[config.mk]
export PLATFORM = sky130hd
export DESIGN_NAME = dm_responder
export DESIGN_NICKNAME = d
export VERILOG_FILES = /design/src/rtl/dm_responder.sv
export SDC_FILE = /design/constraint.sdc
export NUM_CORES = 2
export LEC_CHECK = 0
export ABC_AREA = 1
export BUFFER_PORTS_ARGS = -buffer_cell sky130_fd_sc_hd__clkbuf_2
export CAP_MARGIN = 20
export CORE_MARGIN = 4
export CORE_UTILIZATION = 45
export DETAILED_ROUTE_END_ITERATION = 12
export PLACE_DENSITY_LB_ADDON = 0.2
export REMOVE_ABC_BUFFERS = 1
export SYNTH_ARGS = -nofsm -noshare
export SYNTH_HDL_FRONTEND = slang
export SYNTH_SLANG_ARGS = --single-unit
[constraint.sdc]
create_clock -name clk -period 6.3 [get_ports clk]
set_input_delay 0.315 -clock clk [delete_from_list [all_inputs] [get_ports clk]]
set_output_delay 0.315 -clock clk [all_outputs]
set_load 0.1 [all_outputs]
[src/rtl/dm_responder.sv]
// Data-memory responder: word-addressed byte-lane store array with typed loads,
// a self-zeroing INIT sweep after reset and misaligned-access error reporting.
module dm_responder #(
   parameter int unsigned DEPTH_WORDS = 128,
   parameter int unsigned IDX_W       = 7
) (
   input  logic        clk,
   input  logic        rst,
   input  logic        mem_w,
   input  logic [31:0] addr,
   input  logic [31:0] din,
   input  logic [2:0]  DMType,
   output logic [31:0] dout,
   output logic        ready,
   output logic        err_misalign,
   output logic [7:0]  err_cnt
);

   localparam logic [2:0] DT_WORD  = 3'b000;
   localparam logic [2:0] DT_HALF  = 3'b001;
   localparam logic [2:0] DT_HALFU = 3'b010;
   localparam logic [2:0] DT_BYTE  = 3'b011;
   localparam logic [2:0] DT_BYTEU = 3'b100;
   localparam logic [IDX_W-1:0] LAST_IDX = IDX_W'(DEPTH_WORDS - 1);

   typedef enum logic {INIT, RUN} state_e;

   state_e           state_q, state_d;
   logic [IDX_W-1:0] init_idx_q, init_idx_d;
   logic             err_misalign_q, err_misalign_d;
   logic [7:0]       err_cnt_q, err_cnt_d;

   logic [31:0]      mem_q [DEPTH_WORDS];
   logic             mem_we_c;
   logic [IDX_W-1:0] mem_idx_c;
   logic [3:0]       mem_be_c;
   logic [31:0]      mem_wdata_c;

   logic             misalign_c;
   logic [IDX_W-1:0] acc_idx_c;
   logic [31:0]      rd_word_c;
   logic [15:0]      rd_half_c;
   logic [7:0]       rd_byte_c;
   logic             unused_addr_c;

   // Address bits above the array are deliberately ignored (wrap-around).
   assign unused_addr_c = ^addr[31:IDX_W+2];
   assign acc_idx_c     = addr[IDX_W+1:2];

   // Alignment check per access type; illegal types are treated as misaligned.
   always_comb begin
      misalign_c = 1'b1;
      case (DMType)
         DT_WORD:           misalign_c = (addr[1:0] != 2'b00);
         DT_HALF, DT_HALFU: misalign_c = addr[0];
         DT_BYTE, DT_BYTEU: misalign_c = 1'b0;
         default:           misalign_c = 1'b1;
      endcase
   end

   // Next-state, memory write port and error bookkeeping.
   always_comb begin
      state_d        = state_q;
      init_idx_d     = init_idx_q;
      err_misalign_d = 1'b0;
      err_cnt_d      = err_cnt_q;
      mem_we_c       = 1'b0;
      mem_idx_c      = acc_idx_c;
      mem_be_c       = 4'b0000;
      mem_wdata_c    = din;

      if (err_misalign_q && (err_cnt_q != 8'hFF)) begin
         err_cnt_d = err_cnt_q + 8'd1;
      end

      case (state_q)
         INIT: begin
            mem_we_c    = 1'b1;
            mem_idx_c   = init_idx_q;
            mem_be_c    = 4'b1111;
            mem_wdata_c = 32'd0;
            init_idx_d  = init_idx_q + IDX_W'(1);
            if (init_idx_q == LAST_IDX) begin
               state_d = RUN;
            end
         end
         RUN: begin
            err_misalign_d = misalign_c;
            if (mem_w && !misalign_c) begin
               mem_we_c = 1'b1;
               case (DMType)
                  DT_HALF, DT_HALFU: begin
                     mem_be_c    = addr[1] ? 4'b1100 : 4'b0011;
                     mem_wdata_c = {din[15:0], din[15:0]};
                  end
                  DT_BYTE, DT_BYTEU: begin
                     mem_be_c    = 4'b0001 << addr[1:0];
                     mem_wdata_c = {4{din[7:0]}};
                  end
                  default: begin
                     mem_be_c    = 4'b1111;
                     mem_wdata_c = din;
                  end
               endcase
            end
         end
         default: state_d = INIT;
      endcase
   end

   // Control state with asynchronous active-low reset.
   always_ff @(posedge clk or negedge rst) begin
      if (!rst) begin
         state_q        <= INIT;
         init_idx_q     <= '0;
         err_misalign_q <= 1'b0;
         err_cnt_q      <= 8'd0;
      end else begin
         state_q        <= state_d;
         init_idx_q     <= init_idx_d;
         err_misalign_q <= err_misalign_d;
         err_cnt_q      <= err_cnt_d;
      end
   end

   // Storage array: byte-lane writes, no reset (cleared by the INIT sweep).
   always_ff @(posedge clk) begin
      if (mem_we_c) begin
         if (mem_be_c[0]) mem_q[mem_idx_c][7:0]   <= mem_wdata_c[7:0];
         if (mem_be_c[1]) mem_q[mem_idx_c][15:8]  <= mem_wdata_c[15:8];
         if (mem_be_c[2]) mem_q[mem_idx_c][23:16] <= mem_wdata_c[23:16];
         if (mem_be_c[3]) mem_q[mem_idx_c][31:24] <= mem_wdata_c[31:24];
      end
   end

   // Combinational load path; returns pre-store contents on a same-cycle store.
   always_comb begin
      rd_word_c = mem_q[acc_idx_c];
      rd_half_c = addr[1] ? rd_word_c[31:16] : rd_word_c[15:0];
      case (addr[1:0])
         2'd0:    rd_byte_c = rd_word_c[7:0];
         2'd1:    rd_byte_c = rd_word_c[15:8];
         2'd2:    rd_byte_c = rd_word_c[23:16];
         default: rd_byte_c = rd_word_c[31:24];
      endcase
      dout = 32'd0;
      if ((state_q == RUN) && !misalign_c) begin
         case (DMType)
            DT_WORD:  dout = rd_word_c;
            DT_HALF:  dout = {{16{rd_half_c[15]}}, rd_half_c};
            DT_HALFU: dout = {16'd0, rd_half_c};
            DT_BYTE:  dout = {{24{rd_byte_c[7]}}, rd_byte_c};
            DT_BYTEU: dout = {24'd0, rd_byte_c};
            default:  dout = 32'd0;
         endcase
      end
   end

   assign ready        = (state_q == RUN);
   assign err_misalign = err_misalign_q;
   assign err_cnt      = err_cnt_q;

endmodule

# Word-level counts from Yosys, hierarchy flattened
# Memories as Yosys holds them, arrays and structs flattened.
# Cells that the tools add are included.
# totals
regBits,17
mem_bits_rw,4096
word_cells,56
memories,1
# classes
addsub,2
eq_ne,8
n_shift,1
mux,30
n_bitwise,1
reduce_logical,9
# mem_list
memory,words,width,rd,rd_clocked_by_memory_dff,wr,line,rtl
mem_q,128,32,1,0,1,33,logic [31:0] mem_q [DEPTH_WORDS];
# op_table
operator,n
32-bit case mux with 5 select lines,1
32-bit case mux with 2 select lines,2
32-bit two-way mux,2
8-bit case mux with 3 select lines,1
1-bit two-way mux,16
16-bit two-way mux,1
4-bit case mux with 2 select lines,2
"8-bit by 1-bit adder with 8-bit output, second input constant",1
4-bit two-way mux,2
"8-bit inequality test, second input constant",1
"7-bit by 1-bit adder with 7-bit output, second input constant",1
"7-bit equality test, second input constant",1
7-bit two-way mux,1
"3-bit by 2-bit equality test with 1-bit output, second input constant",2
2-bit OR reduction,2
"1-bit by 2-bit left shift with 4-bit output, first input constant",1
"3-bit by 1-bit equality test with 1-bit output, second input constant",1
"3-bit equality test, second input constant",1
1-bit logical AND,3
3-bit logical NOT,1
1-bit case mux with 3 select lines,1
"2-bit by 1-bit equality test with 1-bit output, second input constant",1
"2-bit equality test, second input constant",1
2-bit logical NOT,1
other kinds (4),4

# Depth between registers and ports, before layout
# depth
ltp_word,10
depth_mapped,20
mapped_depth_nobuf,15

# Worst setup path after synthesis
# OpenSTA, ideal clock, no wires.
# synth_path
path_type,input -> register
from,input port addr[1]
to,memory mem_q[0][15] (data pin)
setup_time_ns,0.797
t_arrival_ns,4.798
required_time_ns,5.503
setup_slack_ns,0.705
cell_stages,12
path_cell_list,clkbuf_1 nor2_2 nor2_1 a21oi_1 o21ai_0 inv_2 nand2_1 nor2_2 clkinv_1 a21oi_1 a21oi_1 nor2_1
# synth_between
elab_chain_len,6
# synth_lines
element,line,rtl
"start, declared",10,"input logic [31:0] addr,"
2-bit nonzero test,54,DT_WORD: misalign_c = (addr[1:0] != 2'b00);
1-bit case mux with 3 select lines,53,case (DMType)
1-bit logical NOT,89,if (mem_w && !misalign_c) begin
1-bit logical AND,89,
32-bit two-way mux,89,
32-bit case mux with 2 select lines,76,case (state_q)
via mem_wdata_c[15],37,logic [31:0] mem_wdata_c;
"end, declared",33,
# The timed path passes the listed nets, and every way through them passes these cells.

# Final worst setup path
# layout_path
from,input port addr[2]
to,output port dout[22]
# layout_between
elab_chain_len,4
word_cells_on_any_way,5
# layout_lines
element,line,rtl
memory 128 x 32 bit *,--,
8-bit case mux with 3 select lines or 16-bit two-way mux (tied branches),"140, 139",
32-bit case mux with 5 select lines *,148,case (DMType)
32-bit two-way mux *,147,if ((state_q == RUN) && !misalign_c) begin
"end, declared",13,"output logic [31:0] dout,"
# Mark *: on every way between the ends. The rest lies on a longest branch, timed or not.

==> flow_metrics.tcl <==
set metrics [dict create \
    status "finished, final reports clean" \
    ys_seq_area_share_pct 73.63 \
    antenna_found_initial 13 \
    slew_headroom_pct 27.62 \
    drt-initial-drc-count 11930 \
    power.leakage_nw 61.40 \
    firstDrtPassIters 8 \
    setup_tns_ps 0 \
    hold_buffers 5 \
    synth_commonest_cells "edfxtp_1, nand2_1, nand3_1" \
    cp_slowest_cell "buf_4" \
    grt_pass1_wl_um 711600 \
    worst_pin_slew_ps 1082 \
    powerDensity_mw_per_mm2 305.5 \
    ir_drop_v 0.0002741 \
    grt_overflow 0 \
    port_buffers 88 \
    grt_pass1_vias 102400 \
    setup_viol 0 \
    synth_area_leader_cell "edfxtp_1" \
    period_share_pct 89.70 \
    hold_violations 0 \
    rows 223 \
    core-area_sq_mm 0.3700 \
    syn_inst 13940 \
    area_growth_pct 11.25 \
    postCtsSetupBuffers 0 \
    tritoncts "yes" \
    critical_path_buf_inv_count 5 \
    clock_path_buffers 4 \
    postSynthRegisterBits 4113 \
    syn_avg_cell_area_sq_um 12.02 \
    cts_buffers 412 \
    hold_ws_ps 96.42 \
    cp-start-kind "input port" \
    synth_top_area_share_pct 73.38 \
    synth_async_sr_flop_share_pct 0.4133 \
    hpwl_um 302600 \
    grt_max_degree 167 \
    clk_latency_ps 970 \
    post_cts_resized 0 \
    worstPathRequired_ps 5980 \
    nNetsFinal 13820 \
    clk_pin_slew_ps 60 \
    cp_common_cell "nand3_1" \
    routed_via_density 5.725 \
    place_congestion 0.9716 \
    finalCriticalPeriod_ps 5651 \
    yosys.cell_types.count 33 \
    slew_viol_final 0 \
    yosys-top-cells-area "edfxtp_1, nand3_1, nand2_1, nor2_1, o21ai_0" \
    dr_total_vias 109000 \
    cts_root_buf "clkbuf_16" \
    ios 112 \
    worstSetupPathType "input port to primary output" \
    cp_cell_sequence "buf_12 -> clkinv_16 -> buf_4 -> nand2_1 -> nand3_1 -> nand3_1 -> nand3_1 -> nand3_1 -> nand3_1 -> nand3_1 -> nand3_2 -> nand3_2 -> nand3_1 -> nand2_1 -> inv_1 -> buf_12" \
    die_w_um 618.3 \
    cts_sinks 4113 \
    cp-end-kind "primary output" \
    start_util_pct 45.31 \
    drc_errors 0 \
    max_stage_delay_ps 580 \
    synth.most_common_cell "edfxtp_1" \
    ys.flop_type "edfxtp_1" \
    maxCapViolCount 0 \
    dpl_cell_area_sq_mm 0.1731 \
    rsz0062_at_grt "false" \
    crit_fanout 91 \
    die_area_sq_mm 0.3823 \
    grt_usage_pct 25.12 \
    synth_edf_count 4096 \
    design_area_sq_mm 0.1865 \
    drt-wirelength-per-cell_um 25.95 \
    fin_skew_ps 48.84 \
    cpLargestDelayFamily "simple AND/OR/NAND/NOR gates" \
    fmax_mhz 177.0 \
    hold_path.class "input port to register" \
    ctsHtreeMaxLevel 5 \
    fp.dieH_um 618.3 \
    crit_arrival_ps 5340 \
    yosysWarnings 0 \
    ant_nets 0 \
    synth_area_sq_mm 0.1676 \
    drive_above_1_share_pct 7.229 \
    routed_wl_um 494100 \
]
==> power by group <==
group	leakage (nW)	total [mW]	internal [mW]	switching, mW
Clock	6.50	24.4	13.9	10.4
Combinational	23.1	2.99	0.782	2.21
Sequential	31.8	29.6	29.6	0.000574
==> worst register-to-register path, stage by stage (launching register included) <==
cell	delay, ps
dfrtp_1	660
buf_4	370
o21ai_0	250
inv_1	130
nand2_1	200
nor2_1	770
nand2_1	790
nor2_1	930
==> sequential cells by signal (all words and copies together), names as in the netlist <==
signal        cells
err_cnt           8
err_misalign      1
init_idx_q        7
mem_q          4096
ready             1
==> cell usage in the layout (no fill, tap or decap), types with 83 or more instances in the layout <==
master,instances
clkinv_1,92
buf_4,206
o22ai_1,426
clkinv_2,83
nand3_1,2660
inv_1,200
a21oi_1,172
o21ai_0,986
clkbuf_16,421
nor2_1,1409
buf_12,105
edfxtp_1,4096
nand2_1,2867
clkbuf_1,84
==> worst paths after layout <==
path                          startpoint       endpoint  slack [ps]  cells past startpoint
max                              addr[2]       dout[22]         650                     16
min                              din[29]   mem_q[9][29]         100                      3
max reg2reg                        ready  mem_q[62][28]        1780                      7
min reg2reg                init_idx_q[6]  init_idx_q[6]         470                      1
max in group asynchronous            rst  init_idx_q[1]        5000                      3
min in group asynchronous            rst          ready         640                      3
==> cell families after synthesis <==
family | count (synthesis) | synth area share [%]
simple gates | 6982 | 17.66
flops | 4113 | 73.63
compound gates | 1625 | 5.194
buf+inv | 1208 | 3.423
xor+xnor | 13 | 0.06793
fa+ha+maj | 2 | 0.01493
mux | 1 | 0.006717
==> cell type report <==
type | count | area (sq um)
repair buffers | 370 | 4005
inverters | 224 | 924.6
clock inverters | 235 | 2196
flip-flops and latches | 4113 | 123400
multi-input cells | 8623 | 38690
well taps | 4950 | 6193
clock buffers | 518 | 11030
diodes | 8 | 20.02
fillers | 32130 | 183500
==> metal layers <==
metal | GRT usage [%] | share of wire, % | wire [um]
met5 | 0 | 0 | 0
met4 | 12.62 | 5.8 | 28690
met3 | 3.933 | 7.0 | 34810
met2 | 40.61 | 47 | 234600
met1 | 33.12 | 40 | 196000
==> metrics by stage <==
| stage | power, mW | worst slack [ps] | util (%) | instances |
|---|---|---|---|---|
| final | 56.97 | 649.0 | 50.40 | 19040 |
| after global routing | 58.49 | 647.1 | 50.40 | 19040 |
| after CTS | 57.17 | 819.2 | 50.39 | 19030 |
| after detailed placement | 33.14 | 825.7 | 46.80 | 18270 |
| after global placement | 33.12 | 806.0 | 46.80 | 18270 |
| after floorplan | 31.83 | -3386 | - | 12960 |
Power figures use the tool's default switching activity.
